### config.mk
export PLATFORM = sky130hd
export DESIGN_NAME = ccd_capture_sequencer_flat
export DESIGN_NICKNAME = d
export VERILOG_FILES = /design/src/rtl/ccd_capture_sequencer_if.sv /design/src/rtl/ccd_capture_sequencer.sv /design/src/flat_wrapper.sv
export SDC_FILE = /design/constraint.sdc
export NUM_CORES = 1
export LEC_CHECK = 0
export CAP_MARGIN = 20
export CORE_ASPECT_RATIO = 0.7
export CORE_MARGIN = 1
export CORE_UTILIZATION = 35
export CTS_BUF_LIST = sky130_fd_sc_hd__clkbuf_8
export CTS_CLUSTER_DIAMETER = 40
export CTS_CLUSTER_SIZE = 12
export DETAILED_ROUTE_END_ITERATION = 10
export PLACE_DENSITY_LB_ADDON = 0.3
export SYNTH_ARGS = -nofsm -noshare
export SYNTH_HDL_FRONTEND = slang
export SYNTH_SLANG_ARGS = --single-unit
### constraint.sdc
create_clock -name iclk -period 3.4 [get_ports iclk]
set_input_delay 0.68 -clock iclk [delete_from_list [all_inputs] [get_ports iclk]]
set_output_delay 0.68 -clock iclk [all_outputs]
set_load 0.02 [all_outputs]
### src/rtl/ccd_capture_sequencer_if.sv
// Avalon-MM register port between the Qsys host bridge and the capture sequencer.
interface ccd_capture_sequencer_if;
    logic [2:0]  iaddress;
    logic        iread;
    logic        iwrite;
    logic [31:0] iwritedata;
    logic [31:0] oreaddata;

    modport master (
        output iaddress,
        output iread,
        output iwrite,
        output iwritedata,
        input  oreaddata
    );

    modport slave (
        input  iaddress,
        input  iread,
        input  iwrite,
        input  iwritedata,
        output oreaddata
    );
endinterface

### src/rtl/ccd_capture_sequencer.sv
// Capture sequencer: turns host CTRL writes into frame-aligned start/end pulses for
// the CCD capture stage, counting frames off FVAL with a stall watchdog and interrupt.
module ccd_capture_sequencer #(
    parameter int unsigned TIMEOUT_CYCLES = 50_000_000
) (
    input  logic                   iclk,
    input  logic                   irst,
    ccd_capture_sequencer_if.slave avs,
    input  logic                   ifval,
    output logic                   ostart,
    output logic                   oend,
    output logic                   obusy,
    output logic                   oirq
);
    localparam int              WD_W    = $clog2(TIMEOUT_CYCLES + 1);
    localparam logic [WD_W-1:0] WD_LAST = WD_W'(TIMEOUT_CYCLES - 1);

    localparam logic [2:0] ADDR_CTRL    = 3'd0;
    localparam logic [2:0] ADDR_NFRAMES = 3'd1;
    localparam logic [2:0] ADDR_STATUS  = 3'd2;
    localparam logic [2:0] ADDR_FRAMES  = 3'd3;
    localparam logic [2:0] ADDR_TOTAL   = 3'd4;

    typedef enum logic [1:0] {
        IDLE = 2'd0,
        ARM  = 2'd1,
        RUN  = 2'd2,
        STOP = 2'd3
    } state_t;

    state_t          state_reg, state_next;
    logic [2:0]      fval_pipe_reg;
    logic            fs, fall, fval_edge;
    logic [15:0]     frames_reg, frames_next, frames_inc;
    logic [15:0]     nframes_reg, nframes_eff;
    logic [WD_W-1:0] wd_reg, wd_next;
    logic            done_reg, done_next;
    logic            error_reg, error_next;
    logic            snap_reg, snap_next;
    logic            start_pulse_reg, start_pulse_next;
    logic            end_pulse_reg, end_pulse_next;
    logic            irq_en_reg;
    logic [31:0]     total_reg;
    logic [31:0]     readdata_reg, read_value;
    logic            ctrl_wr, status_wr, cmd_start, cmd_stop, cmd_snap;
    logic            timeout, snap_hit;
    logic            unused_wdata;

    // Bits [1:0] are the two synchronizer stages, bit 2 is the edge-detect delay.
    assign fs        = fval_pipe_reg[1];
    assign fall      = fval_pipe_reg[2] & ~fval_pipe_reg[1];
    assign fval_edge = fval_pipe_reg[2] ^ fval_pipe_reg[1];

    assign ctrl_wr   = avs.iwrite && (avs.iaddress == ADDR_CTRL);
    assign status_wr = avs.iwrite && (avs.iaddress == ADDR_STATUS);
    assign cmd_start = avs.iwritedata[0];
    assign cmd_stop  = avs.iwritedata[1];
    assign cmd_snap  = avs.iwritedata[2];

    assign frames_inc  = (frames_reg == 16'hFFFF) ? frames_reg : frames_reg + 16'd1;
    assign nframes_eff = (nframes_reg == 16'd0) ? 16'd1 : nframes_reg;
    assign timeout     = (state_reg != IDLE) && (wd_reg == WD_LAST);
    assign snap_hit    = snap_reg && fall && (frames_inc == nframes_eff);

    assign ostart          = start_pulse_reg;
    assign oend            = end_pulse_reg;
    assign obusy           = (state_reg != IDLE);
    assign oirq            = done_reg & irq_en_reg;
    assign avs.oreaddata   = readdata_reg;
    assign unused_wdata    = ^avs.iwritedata[31:16];

    always_comb begin
        state_next       = state_reg;
        frames_next      = frames_reg;
        wd_next          = wd_reg;
        done_next        = done_reg;
        error_next       = error_reg;
        snap_next        = snap_reg;
        start_pulse_next = 1'b0;
        end_pulse_next   = 1'b0;

        if (status_wr && avs.iwritedata[1]) done_next  = 1'b0;
        if (status_wr && avs.iwritedata[2]) error_next = 1'b0;

        if (state_reg != IDLE)
            wd_next = fval_edge ? '0 : wd_reg + WD_W'(1);

        case (state_reg)
            IDLE: begin
                if (ctrl_wr && !cmd_stop && (cmd_start || cmd_snap)) begin
                    state_next  = ARM;
                    frames_next = '0;
                    wd_next     = '0;
                    snap_next   = cmd_snap;
                end
            end
            ARM: begin
                if (timeout) begin
                    state_next = IDLE;
                    done_next  = 1'b1;
                    error_next = 1'b1;
                end else if (ctrl_wr && cmd_stop) begin
                    state_next = IDLE;
                    done_next  = 1'b1;
                end else if (!fs) begin
                    state_next       = RUN;
                    start_pulse_next = 1'b1;
                end
            end
            RUN: begin
                if (timeout) begin
                    state_next     = IDLE;
                    done_next      = 1'b1;
                    error_next     = 1'b1;
                    end_pulse_next = 1'b1;
                end else begin
                    if (fall) frames_next = frames_inc;
                    // A completing snapshot frame wins over a same-cycle STOP.
                    if (snap_hit) begin
                        state_next     = IDLE;
                        done_next      = 1'b1;
                        end_pulse_next = 1'b1;
                    end else if (ctrl_wr && cmd_stop) begin
                        state_next = STOP;
                    end
                end
            end
            STOP: begin
                if (timeout) begin
                    state_next     = IDLE;
                    done_next      = 1'b1;
                    error_next     = 1'b1;
                    end_pulse_next = 1'b1;
                end else if (!fs) begin
                    if (fall) frames_next = frames_inc;
                    state_next     = IDLE;
                    done_next      = 1'b1;
                    end_pulse_next = 1'b1;
                end
            end
            default: state_next = IDLE;
        endcase
    end

    always_ff @(posedge iclk) begin
        if (irst) begin
            state_reg       <= IDLE;
            frames_reg      <= '0;
            wd_reg          <= '0;
            done_reg        <= 1'b0;
            error_reg       <= 1'b0;
            snap_reg        <= 1'b0;
            start_pulse_reg <= 1'b0;
            end_pulse_reg   <= 1'b0;
        end else begin
            state_reg       <= state_next;
            frames_reg      <= frames_next;
            wd_reg          <= wd_next;
            done_reg        <= done_next;
            error_reg       <= error_next;
            snap_reg        <= snap_next;
            start_pulse_reg <= start_pulse_next;
            end_pulse_reg   <= end_pulse_next;
        end
    end

    always_comb begin
        read_value = '0;
        case (avs.iaddress)
            ADDR_NFRAMES: read_value = {16'd0, nframes_reg};
            ADDR_STATUS:  read_value = {26'd0, state_reg, snap_reg, error_reg, done_reg, obusy};
            ADDR_FRAMES:  read_value = {16'd0, frames_reg};
            ADDR_TOTAL:   read_value = total_reg;
            default:      read_value = '0;
        endcase
    end

    always_ff @(posedge iclk) begin
        if (irst) begin
            fval_pipe_reg <= '0;
            nframes_reg   <= 16'd1;
            irq_en_reg    <= 1'b0;
            total_reg     <= '0;
            readdata_reg  <= '0;
        end else begin
            fval_pipe_reg <= {fval_pipe_reg[1:0], ifval};
            if (avs.iwrite && (avs.iaddress == ADDR_NFRAMES))
                nframes_reg <= avs.iwritedata[15:0];
            if (ctrl_wr)
                irq_en_reg <= avs.iwritedata[3];
            if (fall)
                total_reg <= total_reg + 32'd1;
            if (avs.iread)
                readdata_reg <= read_value;
        end
    end
endmodule

### src/flat_wrapper.sv
// flat-port wrapper written by rule: the top's interface ports become plain ports
module ccd_capture_sequencer_flat 
#(
    parameter int unsigned TIMEOUT_CYCLES = 50_000_000
)
  (iclk, irst, ifval, ostart, oend, obusy, oirq, avs_iaddress, avs_iread, avs_iwrite, avs_iwritedata, avs_oreaddata);
  ccd_capture_sequencer_if avs_i ();
  input  logic iclk;
  input  logic irst;
  input  logic ifval;
  output logic ostart;
  output logic oend;
  output logic obusy;
  output logic oirq;
  input wire logic [$bits(avs_i.iaddress)-1:0] avs_iaddress;
  input wire logic [$bits(avs_i.iread)-1:0] avs_iread;
  input wire logic [$bits(avs_i.iwrite)-1:0] avs_iwrite;
  input wire logic [$bits(avs_i.iwritedata)-1:0] avs_iwritedata;
  output wire logic [$bits(avs_i.oreaddata)-1:0] avs_oreaddata;
  assign avs_i.iaddress = avs_iaddress;
  assign avs_i.iread = avs_iread;
  assign avs_i.iwrite = avs_iwrite;
  assign avs_i.iwritedata = avs_iwritedata;
  assign avs_oreaddata = avs_i.oreaddata;
  ccd_capture_sequencer #(.TIMEOUT_CYCLES(TIMEOUT_CYCLES)) u_core (.iclk(iclk), .irst(irst), .avs(avs_i), .ifval(ifval), .ostart(ostart), .oend(oend), .obusy(obusy), .oirq(oirq));
endmodule
# --- Word level (Yosys, flattened, before mapping) ---
# Index checks and enable logic that the tools add are counted.
totals:
  rom_bits: 0
  mem_count: 0
  inputBits: 40
  ram_bits: 0
  latchBits: 0
  reg_bits: 133
  wordCells: 100
classes:
  mux: 39
  mul: 0
  n_div: 0
  add_sub_neg: 3
  bitwise: 5
  reduce_logical: 23
  n_eq_ne: 17
  order_cmp: 0
  shift: 0
op_table:
  columns: ["operator", "n"]
  rows:
  - ["case mux 32 bit (4 select lines)", 1]
  - ["2-to-1 mux 16 bit", 7]
  - ["2-to-1 mux 26 bit", 4]
  - ["case mux 16 bit (3 select lines)", 1]
  - ["adder 32 x 1 -> 32 bit, second input constant", 1]
  - ["adder 26 x 1 -> 26 bit, second input constant", 1]
  - ["equality test 26 bit, second input constant", 1]
  - ["2-to-1 mux 2 bit", 9]
  - ["adder 16 x 1 -> 16 bit, second input constant", 1]
  - ["equality test 16 bit", 1]
  - ["equality test 16 bit, second input constant", 1]
  - ["zero test 16 bit", 1]
  - ["2-to-1 mux 1 bit", 14]
  - ["logical AND 1 bit", 11]
  - ["case mux 2 bit (4 select lines)", 1]
  - ["equality test 3 x 2 -> 1 bit, second input constant", 2]
  - ["!= test 2 bit, second input constant", 3]
  - ["AND reduction 5 bit", 1]
  - ["equality test 2 bit, second input constant", 2]
  - ["!= test 4 x 1 -> 1 bit, second input constant", 1]
  - ["!= test 4 bit, second input constant", 1]
  - ["AND reduction 4 bit", 1]
  - ["OR reduction 4 bit", 1]
  - ["equality test 3 x 1 -> 1 bit, second input constant", 1]
  - ["17 further kinds", 19]

# --- Logic depth before layout (Yosys ltp) ---
logic_depth:
  word_depth: 7
  depth_mapped: 10
  ltp_nobuf: 9

# --- Worst setup path after synthesis ---
# Ideal clock, no wire load.
synth_timing:
  kind: "reg2reg"
  start: "reg u_core.frames_reg[0]"
  end: "reg u_core.done_reg"
  setup_time_ps: 91
  t_arrival_ps: 2277
  period_less_slack_ps: 2368
  setup_slack_ps: 1032
  path_stages_with_launch: 10
  path_cell_list: "dfxtp_1 -> ha_1 -> clkbuf_2 -> nand3_1 -> nor4_4 -> o2111a_1 -> nand4_1 -> nor4_1 -> nand4_1 -> a311oi_1"
synth_between:
  elab_chain_len: 7
  elab_cells_between_ends: 8
synth_lines:
  columns: ["element", "line_no", "text"]
  rows:
  - ["from (decl)", "ccd_capture_sequencer.sv:34", "logic [15:0] frames_reg, frames_next, frames_inc;"]
  - ["from (signal assigned)", "ccd_capture_sequencer.sv:157", "frames_reg <= frames_next;"]
  - ["adder 16 x 1 -> 16 bit or equality test 16 bit (tied branches)", "ccd_capture_sequencer.sv:60", "assign frames_inc = (frames_reg == 16'hFFFF) ? frames_reg : frames_reg + 16'd1;"]
  - ["2-to-1 mux 16 bit (*)", "ccd_capture_sequencer.sv:60", null]
  - ["equality test 16 bit (*)", "ccd_capture_sequencer.sv:63", "assign snap_hit = snap_reg && fall && (frames_inc == nframes_eff);"]
  - ["logical AND 1 bit (*)", "ccd_capture_sequencer.sv:63", null]
  - ["2-to-1 mux 1 bit (*)", "ccd_capture_sequencer.sv:119", "if (snap_hit) begin"]
  - ["2-to-1 mux 1 bit (*)", "ccd_capture_sequencer.sv:111", "if (timeout) begin"]
  - ["case mux 1 bit (3 select lines) (*)", "ccd_capture_sequencer.sv:88", "case (state_reg)"]
  - ["to (signal assigned)", "ccd_capture_sequencer.sv:159", "done_reg <= done_next;"]
  - ["to (decl)", "ccd_capture_sequencer.sv:37", "logic done_reg, done_next;"]
# Every way passes the cells marked *; elsewhere a longest branch is shown, timed or not.
# A chain may end at the register's enable or synchronous reset.

# --- Final worst setup path ---
layout_timing:
  start: "reg u_core.frames_reg[1]"
  end: "reg u_core.done_reg"
# Same word-level chain as after synthesis.

==> run_results.csv <==
group,metric,value,unit
routing,drt-total-wl,19340,um
floorplanning,rows,43,
layout,area_growth,18.11,%
synthesis,ys_top_cells_by_count,"133 x dfxtp_1, 105 x nor2_1, 96 x nand2_1, 83 x a21oi_1, 49 x o21ai_0",
layout,antennaDiodeCount,0,
place,globalplace.congestion,0.9198,
clock_tree,cts.sink_count,133,
worst_setup_path,ff2ff_path_depth,8,
synthesis,ys_seq_elements,133,
layout,fin_nets,977,
worst_setup_path,r2r-end,"u_core.done_reg$_SDFF_PP0_",
timing,setup-tns-final,0,ns
worst_setup_path,crit_slowest_cell,"nor4_4",
routing,dr_total_vias,6525,
synthesis,yosys_warnings,0,
power_and_ir_drop,finalPower,3152,uW
global_route,grt_pass1_wl,31900,um
worst_setup_path,worstReg2RegStart,"u_core.frames_reg[1]$_SDFFE_PP0P_",
power_and_ir_drop,p_switching,807.4,uW
worst_setup_path,crit_path_frequent_cell,"nand4_1",
worst_hold_path,whs_path_depth,1,
worst_setup_path,cp_max_fo,8,
synthesis,yosysMostFrequentCell,"dfxtp_1",
timing,relSlewSlack,54.18,%
synthesis,async_reset_ff_share,0,%
clock_tree,cts_tree,"yes",
synthesis,synth.avg_cell_area,7.881,sq um
worst_setup_path,crit_cells,8,
worst_setup_path,required,3.77,ns
clock_tree,cts_buffers,17,
routing,vias_per_cell,5.366,
clock_tree,path_clk_slew,0.09,ns
clock_tree,ctsHoldBuffers,0,
synthesis,synth-edff-count,0,
timing,finalMaxSlewViolations,0,
worst_hold_path,whs_endpoint,"u_core.fval_pipe_reg[1]$_SDFF_PP0_",
layout,seq_area,2663,sq um
synthesis,syn_nets,938,
floorplanning,boundaryPins,76,
power_and_ir_drop,power.density,378.8,nW/um^2
layout,multiInputGateArea,4073,sq um
routing,drc,0,
floorplanning,die_x,171.6,um
place,dp.cells,1184,
synthesis,netlist_area,7046,sq um
timing,layout_min_cycle_time,2.995,ns
power_and_ir_drop,pwr-share-comb,5.1,%
timing,hold_viol,0,
timing,max_freq,0.3338,GHz
timing,fin_worst_skew,0.01556,ns
floorplanning,dieArea,20710,sq um
layout,final_cells,1216,
place,dpl.hpwl,13660,um
timing,worstMarginPinSlew,0.6873,ns
routing,drt_iter0_markers,460,
power_and_ir_drop,swShare,25.61,%
global_route,grt-ovfl-total,0,
floorplanning,core_area,19750,sq um
synthesis,yosysTopAreaCell,"dfxtp_1",
floorplanning,die_height,120.7,um
global_route,grt_pass1_vias,6009,
timing,rsz0062_at_grt,"false",
global_route,grt_max_degree,118,
global_route,antenna_found_initial,0,
power_and_ir_drop,p_leak,0.002887,uW
layout,utilization,42.15,%
synthesis,synth_cell_types,70,
power_and_ir_drop,p_seq_share,49.9,%
place,portBuffers,59,
worst_hold_path,min_from,"u_core.fval_pipe_reg[0]$_SDFF_PP0_",
timing,final-setup-viol-count,0,
worst_setup_path,cp.arrival,3.36,ns
clock_tree,htreeDepth,4,
clock_tree,clk_path_buf_depth,2,
clock_tree,ctsResizeCount,0,
worst_setup_path,cp-start-kind,"flop",
status,outcome,"completed",
clock_tree,cts_root_buf,"clkbuf_8",
synthesis,yosysTopAreaCellShare,37.79,%
worst_setup_path,cp_top_family,"simple AND/OR/NAND/NOR gates",
floorplanning,start_util,35.68,%
synthesis,syn_inst,894,
worst_setup_path,worstPathCellList,"ha_1 > nand3_1 > nor4_4 > o2111a_1 > nand4_1 > nor4_1 > nand4_1 > a311oi_1",
clock_tree,postCtsSetupBuffers,0,
routing,drt_pre_antenna_iters,5,
power_and_ir_drop,ir_drop,0.2264,mV
global_route,grt_use_total,19.73,%
synthesis,netlist_top_cells_area,"dfxtp_1 38%, a21oi_1 5.9%, nor2_1 5.6%, nand2_1 5.1%, o21ai_0 3.5%",
power_and_ir_drop,clkPwrFrac,45.0,%
worst_setup_path,worst-setup-path-type,"reg -> reg",
routing,drt-wirelength-per-cell,15.90,um
routing,postRouteAntennaNets,0,
worst_setup_path,r2r_slack,0.40,ns
layout,nFillCells,2000,
synthesis,yosysSeqAreaShare,37.79,%
flow_run,drv_cap,0,
worst_setup_path,cp_num_buf_inv,0,
timing,fin_crit_sh,88.10,%
synthesis,synth-main-ff-cell,"dfxtp_1",
power_and_ir_drop,intPower,2345,uW
layout,drive_above_1_share,8.774,%
worst_setup_path,end_kind,"flop",
worst_hold_path,hold_path_class,"reg -> reg",
worst_setup_path,slowest_delay,0.51,ns
clock_tree,clock_latency,0.46,ns
-- how the worst max path moves through the flow --
stage	slack, ns	from	to
final	0.40	u_core.frames_reg[1]$_SDFFE_PP0P_	u_core.done_reg$_SDFF_PP0_
after global routing	0.1	u_core.frames_reg[1]$_SDFFE_PP0P_	u_core.done_reg$_SDFF_PP0_
after CTS	0.43	u_core.frames_reg[1]$_SDFFE_PP0P_	u_core.done_reg$_SDFF_PP0_
after detailed placement	0.17	avs_iwrite	u_core.frames_reg[15]$_SDFFE_PP0P_
after global placement	0.18	avs_iwrite	u_core.frames_reg[15]$_SDFFE_PP0P_
after floorplan	1.03	u_core.frames_reg[0]$_SDFFE_PP0P_	u_core.done_reg$_SDFF_PP0_
-- layer usage --
metal / global-route usage (%) / up-vias / wire (um)
met5: 0 / - / 0
met4: 5.134 / 0 / 230
met3: 6.088 / 19 / 1632
met2: 27.43 / 208 / 7797
met1: 28.87 / 3051 / 9678
li1: - / 3247 / -
-- per-stage QoR --
step	hold WS, ns	cell area, sq um	setup WS (ns)
after floorplan	0.4138	7046	1.032
after CTS	0.4449	8322	0.4324
after global routing	0.4741	8322	0.09988
final	0.4656	8322	0.4046
after detailed placement	0.4551	7899	0.1666
after global placement	0.4551	7899	0.1842
-- kinds of logic after synthesis --
| family | share of synthesized area [%] |
|---|---|
| AND/OR/NAND/NOR | 31.24 |
| AO/OA/AOI/OAI | 16.98 |
| flip-flops | 37.79 |
| buffers and inverters | 4.475 |
| XOR/XNOR | 5.718 |
| multiplexers | 3.090 |
| adder cells (fa/ha/maj) | 0.7104 |
-- cells in the final DEF, fill, tap and decap left out, types with 13 or more instances in the layout --
master             n
dfxtp_1          133
nor2_1           105
nand2_1           96
a21oi_1           83
clkdlybuf4s50_1   58
o21ai_0           49
nand3_1           46
nor2b_1           27
nand4_1           26
xor2_1            26
buf_4             24
nand2b_1          23
and3_1            21
xnor2_1           20
clkbuf_8          19
mux2i_1           15
a22oi_1           13
a31oi_1           13
-- cell type report --
class | instances | area share [%]
sequential | 133 | 32.00
clock buffer | 19 | 3.142
clock inverter | 13 | 1.940
multi-input combinational | 686 | 48.94
inverter | 12 | 0.5413
tap | 270 | 4.060
timing repair buffer | 83 | 9.382
-- power groups by stage --
stage               Clock [uW]  Combinational [uW]  Sequential [uW]
finish                    1420                 161             1570
floorplan                    0                95.4             1610
detailed placement           0                 162             1610
CTS                       1460                 162             1570
global route              1530                 177             1580
global placement             0                 162             1610
Power figures use the tool's default switching activity.
